**src/rtl/in_port_pkg.sv**
```systemverilog
// Shared constants and helpers for the buffered multi-channel CPU input port.
// Optional interrupt output is enabled by defining IN_PORT_IRQ_EN.
package in_port_pkg;

  localparam int DATA_W_DEF   = 32;
  localparam int CHANNELS_DEF = 4;
  localparam int DEPTH_DEF    = 8;

  // A one-channel array still needs a 1-bit select port.
  function automatic int clog2_min1(input int n);
    return (n <= 2) ? 1 : $clog2(n);
  endfunction

endpackage

```
**src/rtl/in_port_fifo.sv**
```systemverilog
// Single-channel synchronous FIFO with registered ready; storage is not reset.
// Part of in_port_array (IN_PORT_IRQ_EN has no effect on this file).
module in_port_fifo
  import in_port_pkg::*;
#(
  parameter int DATA_W = DATA_W_DEF,
  parameter int DEPTH  = DEPTH_DEF
) (
  input  logic              clock,
  input  logic              clear_n,
  input  logic [DATA_W-1:0] push_data,
  input  logic              push_valid,
  output logic              push_ready,
  input  logic              pop_req,
  output logic [DATA_W-1:0] head,
  output logic              empty
);

  localparam int AW = $clog2(DEPTH);
  localparam int CW = AW + 1;

  logic [DATA_W-1:0] r_mem [DEPTH];
  logic [AW-1:0]     r_wr_ptr;
  logic [AW-1:0]     r_rd_ptr;
  logic [CW-1:0]     r_count;
  logic [CW-1:0]     w_count_next;
  logic              r_ready;
  logic              w_push;
  logic              w_pop;

  assign empty      = (r_count == '0);
  assign w_push     = push_valid && r_ready;
  assign w_pop      = pop_req && !empty;
  assign push_ready = r_ready;
  assign head       = r_mem[r_rd_ptr];

  always_comb begin
    w_count_next = r_count;
    if (w_push && !w_pop)
      w_count_next = r_count + CW'(1);
    else if (w_pop && !w_push)
      w_count_next = r_count - CW'(1);
  end

  always_ff @(posedge clock or negedge clear_n) begin
    if (!clear_n) begin
      r_wr_ptr <= '0;
      r_rd_ptr <= '0;
      r_count  <= '0;
      r_ready  <= 1'b0;
    end else begin
      if (w_push) r_wr_ptr <= r_wr_ptr + AW'(1);
      if (w_pop)  r_rd_ptr <= r_rd_ptr + AW'(1);
      r_count <= w_count_next;
      // Looking at the next count lets a pop reopen ready on the same edge.
      r_ready <= (w_count_next < CW'(DEPTH));
    end
  end

  always_ff @(posedge clock) begin
    if (w_push) r_mem[r_wr_ptr] <= push_data;
  end

endmodule

```
**src/rtl/in_port_array.sv**
```systemverilog
// Multi-channel buffered CPU input port: per-channel FIFOs, sel mux, sticky underflow.
// Define IN_PORT_IRQ_EN to add irq_mask/irq (registered "any unmasked channel non-empty").
module in_port_array
  import in_port_pkg::*;
#(
  parameter  int DATA_W   = DATA_W_DEF,
  parameter  int CHANNELS = CHANNELS_DEF,
  parameter  int DEPTH    = DEPTH_DEF,
  localparam int SW       = clog2_min1(CHANNELS)
) (
  input  logic                       clock,
  input  logic                       clear_n,
  input  logic [CHANNELS*DATA_W-1:0] ext_data,
  input  logic [CHANNELS-1:0]        ext_valid,
  output logic [CHANNELS-1:0]        ext_ready,
  input  logic [SW-1:0]              sel,
  input  logic                       InPort_Out,
  output logic [DATA_W-1:0]          bus_out,
  output logic [CHANNELS-1:0]        empty,
  output logic [CHANNELS-1:0]        underflow,
`ifdef IN_PORT_IRQ_EN
  input  logic [CHANNELS-1:0]        irq_mask,
  output logic                       irq,
`endif
  input  logic                       status_clr
);

  logic [CHANNELS-1:0] w_rd;
  logic [CHANNELS-1:0] w_ready;
  logic [CHANNELS-1:0] w_empty;
  logic [DATA_W-1:0]   w_head [CHANNELS];
  logic [DATA_W-1:0]   w_bus;
  logic                w_sel_ok;
  logic [CHANNELS-1:0] r_underflow;

  // Selects beyond the last channel behave as a permanently empty channel.
  if ((1 << SW) == CHANNELS) begin : g_sel_full
    assign w_sel_ok = 1'b1;
  end else begin : g_sel_part
    assign w_sel_ok = ({1'b0, sel} < (SW+1)'(CHANNELS));
  end

  for (genvar c = 0; c < CHANNELS; c++) begin : g_ch
    assign w_rd[c] = InPort_Out && w_sel_ok && (sel == SW'(c));

    in_port_fifo #(
      .DATA_W (DATA_W),
      .DEPTH  (DEPTH)
    ) u_fifo (
      .clock      (clock),
      .clear_n    (clear_n),
      .push_data  (ext_data[c*DATA_W +: DATA_W]),
      .push_valid (ext_valid[c]),
      .push_ready (w_ready[c]),
      .pop_req    (w_rd[c]),
      .head       (w_head[c]),
      .empty      (w_empty[c])
    );
  end

  // bus_out is ORed into the CPU bus, so it must be zero when not driving.
  always_comb begin
    w_bus = '0;
    for (int c = 0; c < CHANNELS; c++) begin
      if (w_rd[c] && !w_empty[c]) w_bus = w_head[c];
    end
  end

  assign bus_out   = w_bus;
  assign ext_ready = w_ready;
  assign empty     = w_empty;
  assign underflow = r_underflow;

  always_ff @(posedge clock or negedge clear_n) begin
    if (!clear_n) begin
      r_underflow <= '0;
    end else begin
      r_underflow <= (status_clr ? '0 : r_underflow) | (w_rd & w_empty);
    end
  end

`ifdef IN_PORT_IRQ_EN
  logic r_irq;

  always_ff @(posedge clock or negedge clear_n) begin
    if (!clear_n) begin
      r_irq <= 1'b0;
    end else begin
      r_irq <= |(~w_empty & irq_mask);
    end
  end

  assign irq = r_irq;
`endif

endmodule
```
**config.mk**
```make
export PLATFORM = sky130hd
export DESIGN_NAME = in_port_array
export DESIGN_NICKNAME = d
export VERILOG_FILES = /design/src/rtl/in_port_pkg.sv /design/src/rtl/in_port_fifo.sv /design/src/rtl/in_port_array.sv
export SDC_FILE = /design/constraint.sdc
export NUM_CORES = 1
export LEC_CHECK = 0
export CAP_MARGIN = 20
export CORE_MARGIN = 5
export CORE_UTILIZATION = 50
export CTS_BUF_LIST = sky130_fd_sc_hd__clkbuf_16
export CTS_CLUSTER_DIAMETER = 50
export DETAILED_ROUTE_END_ITERATION = 16
export PLACE_DENSITY_LB_ADDON = 0.08
export SETUP_SLACK_MARGIN = 0.5
export SLEW_MARGIN = 20
export SYNTH_ARGS = -nofsm -noshare
export SYNTH_HDL_FRONTEND = slang
export SYNTH_HIERARCHICAL = 1
export SYNTH_SLANG_ARGS = --single-unit
```
**constraint.sdc**
```tcl
create_clock -name clock -period 5.02 [get_ports clock]
set_input_delay 0.753 -clock clock [delete_from_list [all_inputs] [get_ports clock]]
set_output_delay 0.753 -clock clock [all_outputs]
set_load 0.05 [all_outputs]
```
# [Yosys cells after proc, flatten, opt, wreduce, memory -nomap -nowiden]
# Memory sizes are Yosys's and may differ from the RTL's.
# Index checks and enable logic that the tools add are counted.
[totals] register_bits=48 input_bits=138 output_inout_bits=44 mem_count=4 elab_cells=104 mem_bits_rw=1024
[op_classes] addsub=16 n_reduce_logical=37 mux=21 n_eq_ne=3 n_bitwise=2 n_lt_le_gt_ge=4
[mem_list] memory="g_ch[0].u_fifo.r_mem" words=8 word_bits=32 read_ports=1 rd_ports_with_merged_regs=0 wr=1 line_no="in_port_fifo.sv:22" source="logic [DATA_W-1:0] r_mem [DEPTH];"
[mem_list] memory="g_ch[1].u_fifo.r_mem" words=8 word_bits=32 read_ports=1 rd_ports_with_merged_regs=0 wr=1 line_no="in_port_fifo.sv:22"
[mem_list] memory="g_ch[2].u_fifo.r_mem" words=8 word_bits=32 read_ports=1 rd_ports_with_merged_regs=0 wr=1 line_no="in_port_fifo.sv:22"
[mem_list] memory="g_ch[3].u_fifo.r_mem" words=8 word_bits=32 read_ports=1 rd_ports_with_merged_regs=0 wr=1 line_no="in_port_fifo.sv:22"
[op_table] cell="32-bit two-way mux" count=4
[op_table] cell="4-bit two-way mux" count=9
[op_table] cell="3-bit by 1-bit adder with 3-bit output (second input constant)" count=8
[op_table] cell="1-bit logical AND" count=20
[op_table] cell="4-bit by 1-bit adder with 4-bit output (second input constant)" count=4
[op_table] cell="4-bit zero test" count=4
[op_table] cell="4-bit < comparator (second input constant)" count=4
[op_table] cell="4-bit by 1-bit subtractor with 4-bit output (second input constant)" count=4
[op_table] cell="1-bit zero test" count=12
[op_table] cell="1-bit two-way mux" count=8
[op_table] cell="4-bit bitwise AND" count=1
[op_table] cell="2-bit == test (second input constant)" count=2
[op_table] cell="4-bit OR" count=1
[op_table] cell="2-bit by 1-bit == test with 1-bit output (second input constant)" count=1
[op_table] cell="2-bit zero test" count=1

# [Depth between registers and ports, before layout]
# Gate-level depths: netlist of run 1.
[depth] word_depth=7 depth_mapped=11 depth_no_buf=9

# [Modules after synthesis]
# Netlist of run 1, hierarchy kept.
[by_module_without_submodules] module="in_port_fifo" seq_area_each_um2=7962.6 cells_per_inst=445 n_inst=4 area_each_um2=10343.7
[by_module_without_submodules] module="in_port_array" seq_area_each_um2=100.1 cells_per_inst=177 n_inst=1 area_each_um2=1313.8

# [Worst setup path after synthesis of run 1]
# Ideal clock, no wire load.
[synth_path] path_type="flip-flop to flip-flop" from="register g_ch[0].u_fifo.r_ready" to="memory g_ch[0].u_fifo/r_mem[0][0] in the netlist's numbering (enable)" path_buffers=0 path_slack_ps=466 arrival_ps=4052 t_required_ps=4518 period_less_slack_ps=4554 path_stages_with_launch=3 setup_ps=502 cell_sequence="dfrtp_1 nand2_1 nor4_1"
[synth_between] elab_chain_len=3
[synth_lines] item="start, declared" line_no="in_port_fifo.sv:27" source="logic r_ready;"
[synth_lines] item="start signal, assigned" line_no="in_port_fifo.sv:56" source="r_ready <= (w_count_next < CW'(DEPTH));"
[synth_lines] item="1-bit logical AND" line_no="in_port_fifo.sv:32" source="assign w_push = push_valid && r_ready;"
[synth_lines] item="1-bit two-way mux" line_no="in_port_fifo.sv:61" source="if (w_push) r_mem[r_wr_ptr] <= push_data;"
[synth_lines] item="1-bit two-way mux (implied by the code)" line_no="in_port_fifo.sv:61"
[synth_lines] item="end, declared" line_no="in_port_fifo.sv:22"
# No other way between the ends.

# [Final worst setup path of run 1]
[layout_path] from="register g_ch[0].u_fifo.r_count[0]" to="output port bus_out[17]"
[layout_between] elab_chain_len=7
[layout_lines] item="start, declared" line_no="in_port_fifo.sv:25" source="logic [CW-1:0] r_count;"
[layout_lines] item="start signal, assigned" line_no="in_port_fifo.sv:54" source="r_count <= w_count_next;"
[layout_lines] item="4-bit zero test" line_no="in_port_fifo.sv:31" source="assign empty = (r_count == '0);"
[layout_lines] item="1-bit zero test" line_no="in_port_array.sv:65" source="if (w_rd[c] && !w_empty[c]) w_bus = w_head[c];"
[layout_lines] item="1-bit logical AND" line_no="in_port_array.sv:65"
[layout_lines] item="32-bit two-way mux (4 in a row)" line_no="in_port_array.sv:65"
[layout_lines] item="end, declared" line_no="in_port_array.sv:18" source="output logic [DATA_W-1:0] bus_out,"
# No other way between the ends.

==> flow_summary.toml, run 1 <==
[route]
drc = 0
top_layer = "met5"
initialDrtViolationCount = 2063
wire_per_inst_um = 29.4
drtAntennaViolNets = 0
wl_met1_mm = 42.6
dr.pass1.iters = 5
dr_wl_met2_mm = 49.7
num_vias = 20695
totalWireLength_mm = 102
vias_per_cell = 5.96
wl_met3_mm = 7.47

[final_layout]
multi_input_area_sq_um = 10200
drive_above_1_share_pct = 29.9
final_nets = 2386
seqCellArea_sq_um = 32000
fillers = 6101
synthToLayoutAreaGrowth_pct = 17.9
stdcell_area_sq_um = 50300

[timing]
worst_slew_pin_slew_ps = 1020
min_period_ps = 4370
finalHoldViolCount = 0
slew_violations = 0
fmax_ghz = 0.229
clock_skew_ps = 19.0
rsz0062_at_grt = "no"
finalSetupViolCount = 0
relSlewSlack_pct = 31.9
tns_ps = 0
post-route-period-util_pct = 87.0

[global_routing]
antenna_found_initial = 16
grt_first_pass_wirelength_mm = 147
track_usage_pct = 22.4
grt_max_degree = 51
grt.overflow.total = 0
grt_pass1_vias = 21103

[critical_path]
crit_slowest_cell = "a211oi_1"
path_cells = "inv_1, ha_1, or3b_2, inv_1, nor2_4, buf_4, a211oi_1, a211oi_1, buf_12"
r2r-start = "g_ch[3].u_fifo/r_count[0]$_DFFE_PN0P_"
reg2reg_slack_ps = 2290
max_stage_delay_ps = 700
startpoint = "g_ch[0].u_fifo/r_count[0]$_DFFE_PN0P_"
cp.depth = 9
cp.arrival_ps = 3610
critPathBufInv = 4
criticalPathCategory = "reg2out"
end_kind = "output pin"
worstPathMaxFanout = 19
cp-start-kind = "register"
cp.required_ps = 4270
rr_worst_depth = 9
crit_family = "compound AO/OA/AOI/OAI gates"

[clock_tree]
h-tree-depth = 3
ctsHoldBuffers = 0
root_buffer = "clkbuf_16"
cts_tree = "done"
cts_buffer_depth = 3
path_clk_slew_ps = 60
clock_latency_ps = 670
cts_num_sinks = 1072
cts_buffers = 120

[place]
place_congestion = 0.836
dp_hpwl_mm = 65.8
portBuffers = 181
dpl_cell_area_sq_um = 46400

[yosys]
postSynthAreaPerCell_sq_um = 21.8
synth_area_sq_um = 42700
synth_common_cells = "edfxtp_1, mux4_2, mux2_2"
synth-seq-cells = 1072
synth_nets = 2119
synth_area_leader_cell = "edfxtp_1"
synth_edf_count = 1024
yosysMostFrequentCell = "edfxtp_1"
synth_flop_cell = "edfxtp_1"
ys_types = 42
ys_warn_count = 6
syn_inst = 1957
synth_top_area_share_pct = 72.0
ys_seq_area_share_pct = 74.8
async_reset_ff_share_pct = 4.48
synthTopCellsByArea = "edfxtp_1, mux4_2, mux2_2, dfrtp_1, mux4_1"

[pwr]
p_leak_uw = 0.0163
ir_drop_v = 0.000437
powerDensity_nw_per_um2 = 604

[floorplanning]
fp.dieH_um = 302
die_w_um = 302
initial_core_util_pct = 50.2
dieArea_sq_um = 91300
io-pin-count = 182
coreArea_sq_um = 85000
row_count = 107

[hold_path]
hold_class = "in2async"

[job]
cap_violations = 0

[outcome]
outcome = "finished clean"
[worst reg2reg max path: stages, from the launching register on]
cell      delay (ps)
dfrtp_1          470
inv_1             90
ha_1             190
or3b_2           510
nand2_1          210
inv_1             70
ha_1             390
or2_2            320
o221ai_1         190
o221ai_1         160
[where the power goes]
group,switching (uW),total [uW],internal (uW)
clock,3460,8480,5020
sequential,986,12400,11400
combinational,5420,9530,4100
total,9870,30400,20500
[worst paths after layout]
check	end
min	g_ch[2].u_fifo/r_wr_ptr[1]$_DFFE_PN0P_
min in group clock	underflow[1]$_DFF_PN0_
max	bus_out[17]
max reg2reg	register
min reg2reg	underflow[1]$_DFF_PN0_
max in group asynchronous	g_ch[0].u_fifo/r_rd_ptr[0]$_DFFE_PN0P_
[logic make-up after synthesis]
| group | synth area share, % |
|---|---|
| xor+xnor | 0.410 |
| simple gates | 1.71 |
| compound gates | 2.87 |
| mux | 17.6 |
| flops | 74.8 |
| buf+inv | 1.86 |
| fa+ha+maj | 0.703 |
[flip-flops by register name, indices dropped and copies added (netlist names), named ones only]
name / cells
g_ch.u_fifo/r_count: 12
underflow: 4
g_ch.u_fifo/r_mem: 1024
g_ch.u_fifo/r_wr_ptr: 12
g_ch.u_fifo/r_rd_ptr: 12
g_ch.u_fifo/push_ready: 4
[metrics by stage]
stage	total power (uW)	hold WS [ps]	setup slack, ps	std cells	utilization, %
after floorplan	18300	457	1160	1957	-
after global placement	22100	495	832	3244	54.5
after detailed placement	22200	495	803	3245	54.6
after CTS	30800	259	607	3468	59.2
final	30400	279	654	3475	59.2
after global routing	31600	321	509	3470	59.2
[timing repair]
item,CTS,global route
setup endpoints to repair,4,0
resized for setup,1,0
buffers inserted,1,0
endpoints found under the hold margin,0,0
[cell type report]
| cell class | instances | area share [%] |
|---|---|---|
| clock buffers | 120 | 5.97 |
| inverters | 21 | 0.157 |
| multi-input cells | 755 | 20.3 |
| clock inverters | 102 | 1.77 |
| flip-flops and latches | 1072 | 63.5 |
| repair buffers | 254 | 5.43 |
| well taps | 1144 | 2.84 |
| diodes | 7 | 0.0348 |
[layer usage]
| metal | vias to the layer above | global-route usage, % |
|---|---|---|
| met5 | - | 0 |
| met4 | 12 | 6.09 |
| met3 | 148 | 5.17 |
| met2 | 674 | 35.9 |
| met1 | 11031 | 31.7 |
| li1 | 8830 | - |
[cells in the final DEF, fill, tap and decap left out, types with 25 or more instances in the layout]
cell type	n
a211oi_1	59
a22oi_1	40
buf_12	37
buf_4	68
clkbuf_16	120
clkdlybuf4s50_1	147
clkinv_1	25
dfrtp_1	38
edfxtp_1	1024
inv_1	45
mux2_2	136
mux4_1	36
mux4_2	220
nand2_1	26
o21ai_1	30
(Power assumes the default switching activity.)
==> run 2: changes to the inputs <==
Settings changed: CORE_MARGIN 5 to 1, CTS_CLUSTER_DIAMETER 50 to default.
==> flow_summary.toml, run 2 (synthesis results as in run 1) <==
[place]
portBuffers = 181
dp_hpwl_mm = 64.9
place_inst = 3227
place_congestion = 0.832
dpl_cell_area_sq_um = 46300

[timing]
worst_slew_pin_slew_ps = 959
fmax_ghz = 0.231
min_period_ps = 4320
slew_violations = 0
rsz0062_at_grt = "no"
relSlewSlack_pct = 35.9
clock_skew_ps = 21.7
tns_ps = 0
finalHoldViolCount = 0
whs_ps = 267
finalSetupViolCount = 0
post-route-period-util_pct = 86.1

[clock_tree]
h-tree-depth = 3
cts_tree = "done"
cts_num_sinks = 1072
cts_setup_buffers = 0
cts_buffer_depth = 3
root_buffer = "clkbuf_16"
cts_buffers = 108
path_clk_slew_ps = 60
clock_latency_ps = 660

[final_layout]
seqCellArea_sq_um = 32000
mostFrequentLayoutCells = "edfxtp_1, mux4_2, clkdlybuf4s50_1, mux2_2, clkbuf_16"
stdcell_area_sq_um = 49700
utilization_pct = 59.1
drive_above_1_share_pct = 28.8
layout_commonest_cell = "edfxtp_1"
final_nets = 2365
largest_register_ffs = 1024
regMostFlops = "g_ch.u_fifo/r_mem"
fillers = 6079
synthToLayoutAreaGrowth_pct = 16.5
layoutNonFillerInstCount = 3427
multi_input_area_sq_um = 10200

[critical_path]
worstPathMaxFanout = 17
cp.required_ps = 4270
crit_slowest_cell = "a211oi_1"
crit_family = "simple AND/OR/NAND/NOR gates"
end_kind = "output pin"
critPathBufInv = 3
path_cells = "inv_1, ha_1, or3b_2, inv_1, nor2_2, a22oi_1, a211oi_1, buf_12"
cp.arrival_ps = 3570
cp-start-kind = "register"
cpMostUsedCell = "inv_1"
max_stage_delay_ps = 760
criticalPathCategory = "reg2out"

[route]
top_layer = "met5"
wl_met1_mm = 42.1
drtAntennaViolNets = 0
initialDrtViolationCount = 1611
drc = 0
vias_per_cell = 5.95
dr_wl_met2_mm = 49.4
wl_met3_mm = 6.31
totalWireLength_mm = 101
wire_per_inst_um = 29.5
num_vias = 20387
dr.pass1.iters = 5

[floorplanning]
io-pin-count = 182
coreArea_sq_um = 84100
dieArea_sq_um = 86600
fp.dieH_um = 294
row_count = 106
die_w_um = 294
initial_core_util_pct = 50.8

[global_routing]
antenna_found_initial = 9
grt.overflow.total = 0
grt_max_degree = 49
grt_pass1_vias = 20867
track_usage_pct = 23.9
grt_first_pass_wirelength_mm = 146

[job]
cap_violations = 0

[hold_path]
hold_class = "in2async"

[outcome]
outcome = "finished clean"

[pwr]
p_leak_uw = 0.0160
ir_drop_v = 0.000428
powerDensity_nw_per_um2 = 594
==> run 2: changes by cell type in the layout (fill, tap and decap cells not counted), sizes merged <==
cell / previous run / this run
clkinv: 50 / 34
buf: 107 / 98
bufinv: 13 / 5
clkbuf: 120 / 112
clkinvlp: 5 / 8
diode: 7 / 4
inv: 55 / 58
==> run 2: through the flow <==
| step | total power, uW | setup slack, ps |
|---|---|---|
| final | 29500 | 699 |
| after floorplan | 18300 | 1160 |
| after global routing | 30600 | 566 |
| after CTS | 29900 | 629 |
| after detailed placement | 22300 | 1060 |
| after global placement | 22200 | 1120 |
==> run 2: final timing paths <==
path	from	end	slack [ps]	cells past startpoint
min in group clock	underflow[3]$_DFF_PN0_	underflow[3]$_DFF_PN0_	530	1
max reg2reg	g_ch[1].u_fifo/r_count[0]$_DFFE_PN0P_	g_ch[1].u_fifo/push_ready$_DFF_PN0_	2240	8
min reg2reg	underflow[3]$_DFF_PN0_	underflow[3]$_DFF_PN0_	530	1
min	clear_n	g_ch[0].u_fifo/r_rd_ptr[0]$_DFFE_PN0P_	270	2
max in group asynchronous	clear_n	g_ch[3].u_fifo/r_rd_ptr[0]$_DFFE_PN0P_	4100	2
max	g_ch[1].u_fifo/r_count[0]$_DFFE_PN0P_	bus_out[23]	700	8
==> run 2: final cells by class <==
type	instances	share of cell area, %
Antenna cell	4	0.0201
Clock buffer	112	5.64
Clock inverter	84	1.09
Inverter	21	0.159
Multi-Input combinational cell	755	20.5
Sequential cell	1072	64.3
Tap cell	1134	2.85
Timing Repair Buffer	245	5.44
==> run 2: timing repair <==
item,CTS,global route
endpoints found under the setup margin,0,4
gates resized for setup,0,2
hold buffers,0,0
==> run 2: power breakdown <==
part	internal (uW)	total, uW	switching, uW
logic	4110	9640	5540
registers	11400	12300	935
clock network	4270	7530	3250
total	19800	29500	9720
==> run 2: routing by layer <==
metal / global-route usage (%) / vias up
met5: 0 / -
met4: 8.30 / 8
met3: 4.21 / 146
met2: 38.4 / 598
met1: 33.2 / 10855
li1: - / 8780
